## src/rtl/prio_enc_pkg.sv

```systemverilog
// Shared types and constants for the switch debounce / 8-to-3 priority encoder.
// The encode helper returns the index of the highest set bit (0 when none set).
package prio_enc_pkg;

  localparam int DEB_CYCLES_DEF = 16;
  localparam int SW_W           = 8;
  localparam int CODE_W         = 3;

  typedef logic [CODE_W-1:0] code_t;

  function automatic code_t prio_encode(input logic [SW_W-1:0] bits);
    code_t c;
    c = '0;
    for (int i = 0; i < SW_W; i++) begin
      if (bits[i]) c = code_t'(i);
    end
    return c;
  endfunction

endpackage

```

## src/rtl/prio_enc83_debounce_if.sv

```systemverilog
// Switch-side inputs and decoder-side outputs of prio_enc83_debounce.
// chg_cnt exists only when PRIO_ENC_CHG_CNT_EN is defined.
interface prio_enc83_debounce_if;
  import prio_enc_pkg::*;

  logic [SW_W-1:0] sw;
  logic            en_in;
  code_t           code;
  logic            valid;
  logic            en_out;
  logic            changed;
`ifdef PRIO_ENC_CHG_CNT_EN
  logic [7:0]      chg_cnt;

  modport master (output sw, en_in, input code, valid, en_out, changed, chg_cnt);
  modport slave  (input sw, en_in, output code, valid, en_out, changed, chg_cnt);
`else
  modport master (output sw, en_in, input code, valid, en_out, changed);
  modport slave  (input sw, en_in, output code, valid, en_out, changed);
`endif

endinterface

```

## src/rtl/prio_enc83_debounce_sync_debounce.sv

```systemverilog
// Two-flop synchroniser plus per-vector debounce; stab follows raw after DEB_CYCLES+1 equal samples.
// Latency: raw change to stab is DEB_CYCLES+2 edges; no backpressure.
module sync_debounce #(
  parameter int W          = 9,
  parameter int DEB_CYCLES = 16
) (
  input  logic         clk,
  input  logic         rst_n,
  input  logic [W-1:0] raw,
  output logic [W-1:0] stab
);

  localparam int            CW      = $clog2(DEB_CYCLES + 1);
  localparam logic [CW-1:0] CNT_MAX = CW'(DEB_CYCLES - 1);

  logic [W-1:0]  meta;
  logic [W-1:0]  s;
  logic [W-1:0]  cand;
  logic [CW-1:0] cnt;

  // Counter saturates at CNT_MAX; stab is re-loaded every cycle while input stays put.
  always_ff @(posedge clk or negedge rst_n) begin
    if (!rst_n) begin
      meta <= '0;
      s    <= '0;
      cand <= '0;
      cnt  <= '0;
      stab <= '0;
    end else begin
      meta <= raw;
      s    <= meta;
      if (s != cand) begin
        cand <= s;
        cnt  <= '0;
      end else if (cnt == CNT_MAX) begin
        stab <= cand;
      end else begin
        cnt <= cnt + 1'b1;
      end
    end
  end

endmodule

```

## src/rtl/prio_enc83_debounce.sv

```systemverilog
// Debounced 8-to-3 priority encoder feeding a 7-segment decoder; optional chg_cnt via PRIO_ENC_CHG_CNT_EN.
// Latency: DEB_CYCLES+3 edges from first raw capture to code/valid; no backpressure.
module prio_enc83_debounce
  import prio_enc_pkg::*;
#(
  parameter int DEB_CYCLES = DEB_CYCLES_DEF
) (
  input logic                    clk,
  input logic                    rst_n,
  prio_enc83_debounce_if.slave   bus
);

  logic [SW_W:0] stab;
  code_t         code_d;
  logic          valid_d;
  code_t         code_q;
  logic          valid_q;
  logic          en_out_q;
  code_t         code_prev;
  logic          valid_prev;
  logic          changed_q;

  sync_debounce #(
    .W          (SW_W + 1),
    .DEB_CYCLES (DEB_CYCLES)
  ) u_sync_debounce (
    .clk   (clk),
    .rst_n (rst_n),
    .raw   ({bus.en_in, bus.sw}),
    .stab  (stab)
  );

  always_comb begin
    valid_d = stab[SW_W] && (stab[SW_W-1:0] != '0);
    code_d  = valid_d ? prio_encode(stab[SW_W-1:0]) : '0;
  end

  // changed compares the output register against its own previous value, so it lags code by one edge.
  always_ff @(posedge clk or negedge rst_n) begin
    if (!rst_n) begin
      code_q     <= '0;
      valid_q    <= 1'b0;
      en_out_q   <= 1'b0;
      code_prev  <= '0;
      valid_prev <= 1'b0;
      changed_q  <= 1'b0;
    end else begin
      code_q     <= code_d;
      valid_q    <= valid_d;
      en_out_q   <= valid_d;
      code_prev  <= code_q;
      valid_prev <= valid_q;
      changed_q  <= {code_q, valid_q} != {code_prev, valid_prev};
    end
  end

  assign bus.code    = code_q;
  assign bus.valid   = valid_q;
  assign bus.en_out  = en_out_q;
  assign bus.changed = changed_q;

`ifdef PRIO_ENC_CHG_CNT_EN
  logic [7:0] chg_cnt_q;

  always_ff @(posedge clk or negedge rst_n) begin
    if (!rst_n) begin
      chg_cnt_q <= '0;
    end else if (changed_q) begin
      chg_cnt_q <= chg_cnt_q + 8'd1;
    end
  end

  assign bus.chg_cnt = chg_cnt_q;
`endif

endmodule
```

## src/flat_wrapper.sv

```systemverilog
// flat-port wrapper written by rule: the top's interface ports become plain ports
module prio_enc83_debounce_flat import prio_enc_pkg::*;
#(
  parameter int DEB_CYCLES = DEB_CYCLES_DEF
)
  (clk, rst_n, bus_sw, bus_en_in, bus_code, bus_valid, bus_en_out, bus_changed);
  prio_enc83_debounce_if bus_i ();
  input logic clk;
  input logic rst_n;
  input wire logic [$bits(bus_i.sw)-1:0] bus_sw;
  input wire logic [$bits(bus_i.en_in)-1:0] bus_en_in;
  output wire logic [$bits(bus_i.code)-1:0] bus_code;
  output wire logic [$bits(bus_i.valid)-1:0] bus_valid;
  output wire logic [$bits(bus_i.en_out)-1:0] bus_en_out;
  output wire logic [$bits(bus_i.changed)-1:0] bus_changed;
  assign bus_i.sw = bus_sw;
  assign bus_i.en_in = bus_en_in;
  assign bus_code = bus_i.code;
  assign bus_valid = bus_i.valid;
  assign bus_en_out = bus_i.en_out;
  assign bus_changed = bus_i.changed;
  prio_enc83_debounce #(.DEB_CYCLES(DEB_CYCLES)) u_core (.clk(clk), .rst_n(rst_n), .bus(bus_i));
endmodule
```

## config.mk

```make
export PLATFORM = sky130hd
export DESIGN_NAME = prio_enc83_debounce_flat
export DESIGN_NICKNAME = d
export VERILOG_FILES = /design/src/rtl/prio_enc_pkg.sv /design/src/rtl/prio_enc83_debounce_if.sv /design/src/rtl/prio_enc83_debounce_sync_debounce.sv /design/src/rtl/prio_enc83_debounce.sv /design/src/flat_wrapper.sv
export SDC_FILE = /design/constraint.sdc
export NUM_CORES = 1
export LEC_CHECK = 0
export CORE_AREA = 2 2 58 60
export DETAILED_ROUTE_END_ITERATION = 12
export DIE_AREA = 0 0 60 62
export DONT_BUFFER_PORTS = 1
export HOLD_SLACK_MARGIN = 0.08
export PLACE_DENSITY = 0.84
export SLEW_MARGIN = 20
export SYNTH_ARGS = -nofsm -noshare
export SYNTH_HDL_FRONTEND = slang
export SYNTH_SLANG_ARGS = --single-unit
```

## constraint.sdc

```tcl
create_clock -name clk -period 3 [get_ports clk]
set_input_delay 0.6 -clock clk [delete_from_list [all_inputs] [get_ports clk]]
set_output_delay 0.6 -clock clk [all_outputs]
set_load 0.01 [all_outputs]
```

Word level (Yosys, flattened, before mapping)
Cells that the tools add are included.
Storage, ports and cells
  register bits: 50
  input port bits: 11
  output and inout bits: 6
Cells by class
  $add $sub $neg: 1
  equality and inequality tests: 4
  muxes and demuxes: 10
  bitwise operators: 1
  reductions and logical operators: 3
Operator list (count)
  $mux W3: 7
  $mux W5: 2
  $ne A9 B9 Y1: 1
  $reduce_bool A8 Y1: 1
  $add A5 B1 Y5 const B: 1
  $eq A5 B4 Y1 const B: 1
  $ne A4 B4 Y1: 1
  $ne A2 B2 Y1 const B: 1
  $reduce_and A2 Y1: 1
  $logic_and A1 B1 Y1: 1
  $mux W1: 1
  $not A1 Y1: 1

Depth between registers and ports, before layout
Gate-level depths: netlist of run 1.
  depth in word-level cells: 8
  mapped depth: 7
  depth with buffers taken out: 6

By module
A second synthesis of run 1 with hierarchy kept.
Unflattened totals
  cell total of the unflattened synthesis: 125
  area, all modules: 1808.0 um^2
Modules (own cells, without submodules)
  sync_debounce: instances 1, cells each 96, area each 1455.1 um^2
  prio_enc83_debounce: instances 1, cells each 29, area each 352.8 um^2

Worst setup path before layout of run 1
No wires, ideal clock.
  kind: register -> register
  start: reg u_core.u_sync_debounce.cnt[0]
  end: reg u_core.u_sync_debounce.stab[0]
  arrival time: 1.527 ns
  setup slack: 1.349 ns
  cell stages (with the launch flop): 7
  buffers on the path: 1
  clock period less this slack: 1.651 ns
  cell sequence: dfrtp_1 -> ha_1 -> and3_1 -> ha_1 -> buf_2 -> nand4_4 -> mux2_2
Between the ends
  longest elaborated chain between the ends: 2
Ends and longest elaborated chain
  from (decl): RTL line prio_enc83_debounce_sync_debounce.sv:19  | logic [CW-1:0] cnt;
  from (signal assigned): RTL line prio_enc83_debounce_sync_debounce.sv:38  | cnt <= cnt + 1'b1;
  $eq A5 B4 Y1: RTL line prio_enc83_debounce_sync_debounce.sv:35  | end else if (cnt == CNT_MAX) begin
  $reduce_and A2 Y1 (no source line)
  to (signal assigned): RTL line prio_enc83_debounce_sync_debounce.sv:36  | stab <= cand;
  to (decl): RTL line prio_enc83_debounce_sync_debounce.sv:10  | output logic [W-1:0] stab
No other way between the ends.
A chain may end at the register's enable or synchronous reset.

Worst setup path after layout of run 1
  start: reg u_core.u_sync_debounce.cnt[0]
  end: reg u_core.u_sync_debounce.stab[3]
The elaborated chain is that of the path after synthesis.

==> results.toml, run 1 <==
[setup_path]
worstPathMaxFanout = 9
worstPathCellList = "ha_1 > and3_1 > ha_1 > nand4_4 > mux2_2"
critical_path_arrival_ps = 2040
crit_type = "flip-flop to flip-flop"
cpPeakStageDelay_ps = 410
crit_slowest_cell = "dfrtp_1"
cpLargestDelayFamily = "adder cells"
start_kind = "flip-flop"
cp.required_ps = 3250
r2r_start = "u_core.u_sync_debounce.cnt[0]"
crit_start = "u_core.u_sync_debounce.cnt[0]"
cpMostUsedCell = "ha_1"
endpoint_kind = "flip-flop"
cp_num_buf_inv = 0

[global_route]
grt_pass1_vias = 844
grt_pass1_wl_um = 3680
gr-usage-met3_pct = 6.21
grt_max_degree = 51
grt_use_met1_pct = 15.7
grt_usage_pct = 14.5
overflow = 0
busiest_layer = "met2"
grt_use_met2_pct = 24.4
antenna_found_initial = 0

[sta]
finalHoldViolations = 0
fin_crit_sh_pct = 59.7
setup_violations = 0
fin_skew_ps = 13.1
min_period_ps = 1790
relSlewSlack_pct = 71.5
tightest_slew_ps = 424
fin_tns_setup_ps = 0
rsz0062_at_grt = "no"
drv_slew = 0
fmax_mhz = 558

[routing]
drc_errors = 0
postRouteAntennaNets = 0
drt_first_iter_violations = 21
avgViaCountPerCell = 4.87
via_count = 799
drt_wl_total_um = 2170
wl_per_cell_um = 13.2
firstDrtPassIters = 4

[synth]
syn_avg_cell_area_um2 = 14.6
yosys_warnings = 0
synth_async_sr_flop_share_pct = 100
yosysSeqAreaShare_pct = 71.4
syn_nets = 133
ys_ff_latch = 50
netlist_area_mm2 = 0.00175
synth_ff_type = "dfrtp_1"
synth_common_cells = "dfrtp_1, nor2_1, xor2_1"
yosysMostFrequentCell = "dfrtp_1"
synth-edff-count = 0
ys_types = 24
syn_inst = 120
synth_area_leaders = "dfrtp_1, mux2_2, xor2_1"
netlist.area_leader.share_pct = 71.4
synth_top_cell_by_area = "dfrtp_1"

[placement]
io_buffers = 0
hpwl_um = 1490
gp_congestion = 0.743
placedCellCount = 155

[final_layout]
final_cell_count_no_fill = 164
synthToLayoutAreaGrowth_pct = 7.43
antennaDiodeCount = 0
final_nets = 131
drive_above_1_share_pct = 16.1

[cts]
numCtsBuffers = 5
clock_latency_ps = 360
h-tree-depth = 2
clk_pin_slew_ps = 130
clockBufferDepth = 2
cts_num_sinks = 50
cts_tree = "yes"
clockRootBuffer = "clkbuf_4"

[hold_path]
hold_class = "primary input to flip-flop"
worstHoldStart = "bus_sw[2]"

[floorplan]
io_pins = 17
initial_core_util_pct = 55.1
fp.dieW_um = 60
die-area_mm2 = 0.00372
rows = 21
die_y_um = 62
core_area_mm2 = 0.00318

[power]
p_per_area_mw_per_mm2 = 593
irDropWorstVdd_mv = 0.378
p_leak_uw = 0.000884

[flow_run]
cap_violations = 0

[status]
status = "finished clean"
## area by class of cell
class | instances | area, um2
fillers | 251 | 1300
flip-flops and latches | 50 | 1250
multi-input cells | 56 | 443
well taps | 46 | 57.6
clock buffers | 6 | 51.3
repair buffers | 2 | 37.5
clock inverters | 1 | 30.0
inverters | 3 | 11.3
## final timing paths
check                                                  to  cells past startpoint  slack [ps]
max reg2reg                u_core.u_sync_debounce.stab[3]                      5        1210
min in group asynchronous              u_core.bus.code[0]                      2         730
min                        u_core.u_sync_debounce.meta[2]                      0         260
min reg2reg                   u_core.u_sync_debounce.s[6]                      0         360
max in group asynchronous     u_core.u_sync_debounce.s[5]                      2        2060
max                        u_core.u_sync_debounce.stab[3]                      5        1210
## placed cells by master (no fill, tap or decap), types with 2 or more instances in the layout
cell,instances
a21oi_1,2
clkbuf_4,5
dfrtp_1,50
ha_1,2
inv_1,3
mux2_2,9
nor2_1,11
nor2b_1,2
nor3_1,3
xnor2_1,5
xor2_1,11
## where the power goes
part	switching (uW)	internal, uW
sequential	10.0	692
combinational	20.1	10.9
clock	188	194
total	218	897
## state kept, by name (all words and copies together) (netlist names)
name / cells
u_core.u_sync_debounce.cand: 9
u_core.bus.code: 3
u_core.u_sync_debounce.s: 9
u_core.bus.valid: 1
u_core.u_sync_debounce.cnt: 5
u_core.u_sync_debounce.meta: 9
u_core.code_prev: 3
u_core.u_sync_debounce.stab: 9
u_core.valid_prev: 1
u_core.bus.changed: 1
## cells by family after synthesis
family	share of synthesized area [%]
multiplexers	6.36
buffers and inverters	3.29
XOR/XNOR	8.00
flip-flops	71.4
AO/OA/AOI/OAI	1.79
AND/OR/NAND/NOR	7.71
adder cells (fa/ha/maj)	1.43
## stage by stage
| stage | hold slack [ps] | area, um2 | util (%) | setup WS, ps | total power, uW |
|---|---|---|---|---|---|
| global route | 215 | 1880 | 59.2 | 1080 | 1170 |
| floorplan | 304 | 1750 | - | 1350 | 729 |
| finish | 262 | 1880 | 59.2 | 1210 | 1120 |
| CTS | 241 | 1880 | 59.2 | 1190 | 1130 |
| global placement | 306 | 1760 | 55.5 | 1290 | 728 |
| detailed placement | 305 | 1760 | 55.5 | 1220 | 731 |
## layer usage
layer | share of wire, % | wire length, um
met1 | 41 | 893
met2 | 51 | 1110
met3 | 6.0 | 130
met4 | 1.4 | 31
met5 | 0 | 0
## timing repair
item / CTS / global route
hold buffers: 2 / 0
endpoints found under the hold margin: 50 / 0
buffers inserted: 0 / 0
resized for setup: 0 / 0
Note: power is estimated with default switching activity, not from simulation.
==> run 2, diff against run 1 <==
--- a/config.mk
+++ b/config.mk
@@ -5,12 +5,12 @@
 export SDC_FILE = /design/constraint.sdc
 export NUM_CORES = 1
 export LEC_CHECK = 0
-export CORE_AREA = 2 2 58 60
+export CORE_AREA = 2 2 60 62
 export DETAILED_ROUTE_END_ITERATION = 12
-export DIE_AREA = 0 0 60 62
+export DIE_AREA = 0 0 62 64
 export DONT_BUFFER_PORTS = 1
 export HOLD_SLACK_MARGIN = 0.08
-export PLACE_DENSITY = 0.84
+export PLACE_DENSITY = 0.83
 export SLEW_MARGIN = 20
 export SYNTH_ARGS = -nofsm -noshare
 export SYNTH_HDL_FRONTEND = slang
==> constraint.sdc (replaced) <==
create_clock -name clk -period 1.6 [get_ports clk]
set_input_delay 0.32 -clock clk [delete_from_list [all_inputs] [get_ports clk]]
set_output_delay 0.32 -clock clk [all_outputs]
set_load 0.01 [all_outputs]
==> run 2 against run 1 <==
  * The run now ends with negative setup slack left
  * Highest routed layer unchanged
  * Clock power grew 78%
  * Via count grew 12%
  * First-iteration DRC count grew 38%
  * Global-route usage shrank 0.27 points
  * Count of clock-buffer cells in the layout shrank 1
  * Critical endpoint is now u_core.u_sync_debounce.stab[2]
  * Die area grew 6.7%
  * Sequential share of layout area shrank 6.6 points
  * Hold slack gained 100 ps
  * Combinational power grew to 2.9 times the previous value
==> results.toml, run 2 (same netlist as run 1, synthesis figures left out) <==
[status]
status = "finished, violations left"
violations = "negative setup slack"

[routing]
via_count = 891
wl_per_cell_um = 12.9
firstDrtPassIters = 4
postRouteAntennaNets = 0
drc_errors = 0
drt_first_iter_violations = 29
avgViaCountPerCell = 4.87
drt_wl_total_um = 2360

[hold_path]
hold_class = "flip-flop to flip-flop"

[cts]
clockRootBuffer = "clkbuf_4"
numCtsBuffers = 5
clk_pin_slew_ps = 130
cts_tree = "yes"
clockBufferDepth = 2
clock_latency_ps = 350
cts_num_sinks = 50
h-tree-depth = 2

[final_layout]
final_cell_mix = "dfrtp_1, nor2_1, xor2_1"
multi_input_area_um2 = 503
fill_cells = 250
synthToLayoutAreaGrowth_pct = 19.2
final_nets = 149
regArea_mm2 = 0.00125
final_area_mm2 = 0.00209
layout_commonest_cell = "dfrtp_1"
fin_util_pct = 63.6
antennaDiodeCount = 0
drive_above_1_share_pct = 24.1

[global_route]
grt_pass1_wl_um = 4020
antenna_found_initial = 0
grt_usage_pct = 14.2
grt_max_degree = 51
grt_pass1_vias = 941
overflow = 0

[setup_path]
start_kind = "flip-flop"
endpoint_kind = "flip-flop"
worstPathMaxFanout = 5
cp.required_ps = 1850
crit_type = "flip-flop to flip-flop"
critical_path_arrival_ps = 1870

[power]
p_leak_uw = 0.000982
irDropWorstVdd_mv = 0.717
power_uw = 2090
p_per_area_mw_per_mm2 = 999

[sta]
tightest_slew_ps = 450
finalHoldViolations = 0
rsz0062_at_grt = "yes"
fin_ws_ps = -15.3
relSlewSlack_pct = 69.9
fin_crit_sh_pct = 101
setup_violations = 3
min_period_ps = 1620
drv_slew = 0
fin_skew_ps = 8.80
fmax_mhz = 619

[floorplan]
rows = 21
fp.dieW_um = 62
initial_core_util_pct = 53.3
die-area_mm2 = 0.00397
core_area_mm2 = 0.00328
io_pins = 17
die_y_um = 64

[placement]
gp_congestion = 0.748
io_buffers = 0
place_area_mm2 = 0.00181
hpwl_um = 1500

[flow_run]
cap_violations = 0
==> run 2: cell types whose count changed in the layout (fill, tap and decap cells not counted), moves of 2 or more <==
cell and delta:
mux2_4 +3, mux2_2 -3, dlygate4sd3_1 +9, buf_4 +8
clkinv_2 +2, ha_1 -2
==> run 2: worst paths after layout <==
path,cells after the start,start,slack [ps],end
worst max-delay path,5,u_core.u_sync_debounce.cand[8],-20,u_core.u_sync_debounce.stab[2]
worst min-delay path,0,u_core.u_sync_debounce.meta[5],370,u_core.u_sync_debounce.s[5]
worst max register to register,5,u_core.u_sync_debounce.cand[8],-20,u_core.u_sync_debounce.stab[2]
worst min register to register,0,u_core.u_sync_debounce.meta[5],370,u_core.u_sync_debounce.s[5]
max in group asynchronous,2,rst_n,910,u_core.u_sync_debounce.cand[3]
min in group asynchronous,2,rst_n,460,u_core.u_sync_debounce.cnt[3]
==> run 2: power breakdown <==
| group | internal (uW) | total (uW) | switching [uW] |
|---|---|---|---|
| registers | 1300 | 1320 | 18.4 |
| clock network | 324 | 680 | 356 |
| logic | 43.7 | 90.6 | 46.8 |
| total | 1670 | 2090 | 422 |
==> run 2: per-stage QoR <==
step / setup TNS [ps] / cells / setup WS (ps) / hold WS (ps)
finish: -31.2 / 183 / -15.3 / 365
floorplan: -128 / 120 / -18.3 / 24.4
CTS: -267 / 181 / -38.2 / 369
global route: -700 / 183 / -103 / 372
detailed placement: -863 / 160 / -112 / 25.5
global placement: -245 / 160 / -45.3 / 25.6
==> run 2: what timing repair did <==
action | CTS | global route
cloned | 1 | 0
setup endpoints to repair | 10 | 10
hold buffers | 11 | 0
resized for setup | 2 | 5
buffers inserted | 1 | 2
endpoints found under the hold margin | 59 | 0
pin swaps | 2 | 3
==> run 2: final cells by class <==
type	count	share of cell area, %
clock inverters	3	1.92
repair buffers	19	8.99
clock buffers	5	1.80
well taps	46	2.76
inverters	3	0.539
flip-flops and latches	50	59.9
multi-input cells	57	24.1
==> run 2: critical path, stage by stage (launching register included) <==
cell and delay [ps]:
dfrtp_1 410, xor2_1 170, nor4_2 280, buf_4 190
nand4_4 130, mux2_4 340
==> run 2: routing by layer <==
metal	track usage (%)	share of wire (%)	up-vias	wire, um
li1	-	-	419	-
met1	16.9	43	445	1010
met2	22.4	52	22	1220
met3	6.07	4.0	5	95
met4	5.59	1.6	0	37
met5	0	0	-	0
==> run 3, diff against run 2 <==
--- a/config.mk
+++ b/config.mk
@@ -5,12 +5,12 @@
 export SDC_FILE = /design/constraint.sdc
 export NUM_CORES = 1
 export LEC_CHECK = 0
-export CORE_AREA = 2 2 60 62
+export CORE_AREA = 2 2 87 89
 export DETAILED_ROUTE_END_ITERATION = 12
-export DIE_AREA = 0 0 62 64
+export DIE_AREA = 0 0 89 91
 export DONT_BUFFER_PORTS = 1
 export HOLD_SLACK_MARGIN = 0.08
-export PLACE_DENSITY = 0.83
+export PLACE_DENSITY = 0.51
 export SLEW_MARGIN = 20
 export SYNTH_ARGS = -nofsm -noshare
 export SYNTH_HDL_FRONTEND = slang
==> run 3 against run 2 <==
  * The flow still finishes with violations (negative setup slack)
  * Via count up 0.90%
  * Clock power up 35%
  * Count of clock-buffer cells in the layout up 1
  * Critical endpoint is now u_core.u_sync_debounce.stab[3]
  * Largest power group unchanged
==> results.toml, run 3 (same netlist as run 1, synthesis figures left out) <==
[hold_path]
whs_path_depth = 0
hold_class = "flip-flop to flip-flop"

[cts]
cts_tree = "yes"
cts_num_sinks = 50
numCtsBuffers = 5
clockRootBuffer = "clkbuf_8"
clockBufferDepth = 2
clock_latency_ps = 300
clk_pin_slew_ps = 90
h-tree-depth = 2

[power]
p_int_uw = 1850
p_clk_share_pct = 39.4
combPwrFrac_pct = 4.0
sw_frac_of_total_pct = 20.2
p_sw_uw = 469
power_uw = 2320
irDropWorstVdd_mv = 0.529
p_leak_uw = 0.000996
power_frac_seq_pct = 56.7
p_per_area_mw_per_mm2 = 1070

[routing]
firstDrtPassIters = 4
via_count = 899
wl_per_cell_um = 11.1
drc_errors = 0
drt_wl_total_um = 2610
postRouteAntennaNets = 0
drt_first_iter_violations = 39
avgViaCountPerCell = 3.83

[final_layout]
fill_cells = 742
multi_input_area_um2 = 493
final_nets = 148
antennaDiodeCount = 0
drive_above_1_share_pct = 22.8
synthToLayoutAreaGrowth_pct = 24.5
final_cell_mix = "dfrtp_1, xor2_1, nor2_1, dlygate4sd3_1, buf_4"
regArea_mm2 = 0.00125
layout_commonest_cell = "dfrtp_1"

[status]
violations = "negative setup slack"
status = "finished, violations left"

[sta]
fin_tns_setup_ps = -230
tightest_slew_ps = 364
rsz0062_at_grt = "yes"
fin_ws_ps = -53.4
fin_skew_ps = 8.18
fmax_mhz = 605
min_period_ps = 1650
fin_crit_sh_pct = 103
setup_violations = 5
drv_slew = 0
finalHoldViolations = 0
relSlewSlack_pct = 75.5

[floorplan]
fp.dieW_um = 89
io_pins = 17
rows = 31
core_area_mm2 = 0.00714
initial_core_util_pct = 24.5
die_y_um = 91
die-area_mm2 = 0.00810

[global_route]
grt_pass1_vias = 970
overflow = 0
grt_max_degree = 51
grt_usage_pct = 7.39
grt_pass1_wl_um = 4530
antenna_found_initial = 0

[placement]
io_buffers = 0
hpwl_um = 1700
gp_congestion = 0.709

[setup_path]
cpPeakStageDelay_ps = 400
worstPathCellList = "xor2_1 > nor4_2 > buf_4 > nand4_4 > mux2_4"
endpoint_kind = "flip-flop"
cp.required_ps = 1790
crit_slowest_cell = "dfrtp_1"
crit_type = "flip-flop to flip-flop"
worstPathMaxFanout = 5
start_kind = "flip-flop"
rr_worst_depth = 5
critical_path_arrival_ps = 1840

[flow_run]
cap_violations = 0
==> run 3: worst paths after layout <==
kind,start,endpoint,slack (ps)
worst max-delay path,u_core.u_sync_debounce.cand[8],u_core.u_sync_debounce.stab[3],-50
worst min-delay path,u_core.u_sync_debounce.meta[6],u_core.u_sync_debounce.s[6],350
worst max register to register,u_core.u_sync_debounce.cand[8],u_core.u_sync_debounce.stab[3],-50
worst min register to register,u_core.u_sync_debounce.meta[6],u_core.u_sync_debounce.s[6],350
max in group asynchronous,rst_n,u_core.u_sync_debounce.stab[4],860
min in group asynchronous,rst_n,u_core.u_sync_debounce.cand[4],540
==> run 3: critical path: cells and delay by family, from the launching register on <==
family	cells	cell delay (ps)
DFF	1	400
xor gates and xnor gates	1	170
muxes	1	330
and+or+nand+nor	2	440
buffers and inverters	1	200
==> run 3: power groups by stage <==
stage | Clock, uW | Sequential (uW) | Combinational (uW)
after floorplan | 0 | 1340 | 29.7
after global placement | 0 | 1340 | 31.0
after detailed placement | 0 | 1340 | 32.4
after CTS | 957 | 1320 | 91.8
after global routing | 1010 | 1320 | 104
final | 915 | 1320 | 91.9
==> run 3: metal layers <==
layer | track usage, % | routed length, um | vias to the layer above
met1 | 9.15 | 1130 | 454
met4 | 2.99 | 40 | 0
met3 | 3.09 | 158 | 4
met2 | 11.3 | 1280 | 20
li1 | - | - | 421
met5 | 0 | 0 | -
==> run 3: area by class of cell <==
| cell class | instances | area share [%] |
|---|---|---|
| clock buffers | 6 | 3.79 |
| multi-input cells | 57 | 22.6 |
| inverters | 3 | 0.516 |
| flip-flops and latches | 50 | 57.4 |
| clock inverters | 2 | 1.78 |
| repair buffers | 18 | 8.26 |
| well taps | 99 | 5.68 |
==> run 3: metrics by stage <==
stage | util (%) | instance area [um2] | std cells | setup slack [ps] | hold WS [ps]
floorplan | - | 1770 | 120 | -18.3 | 24.4
global placement | 26.3 | 1880 | 213 | -71.4 | 25.9
detailed placement | 26.3 | 1880 | 213 | -121 | 25.4
CTS | 30.2 | 2150 | 234 | -81.3 | 358
global route | 30.6 | 2180 | 235 | -133 | 367
finish | 30.6 | 2180 | 235 | -53.4 | 355
==> run 3: repair_timing <==
action / in CTS / in global routing
resized for setup: 1 / 4
setup buffers: 1 / 1
gates cloned: 1 / 0
pin swaps: 2 / 3
endpoints found under the setup margin: 9 / 14
hold endpoints to repair: 59 / 0
hold buffers: 11 / 0
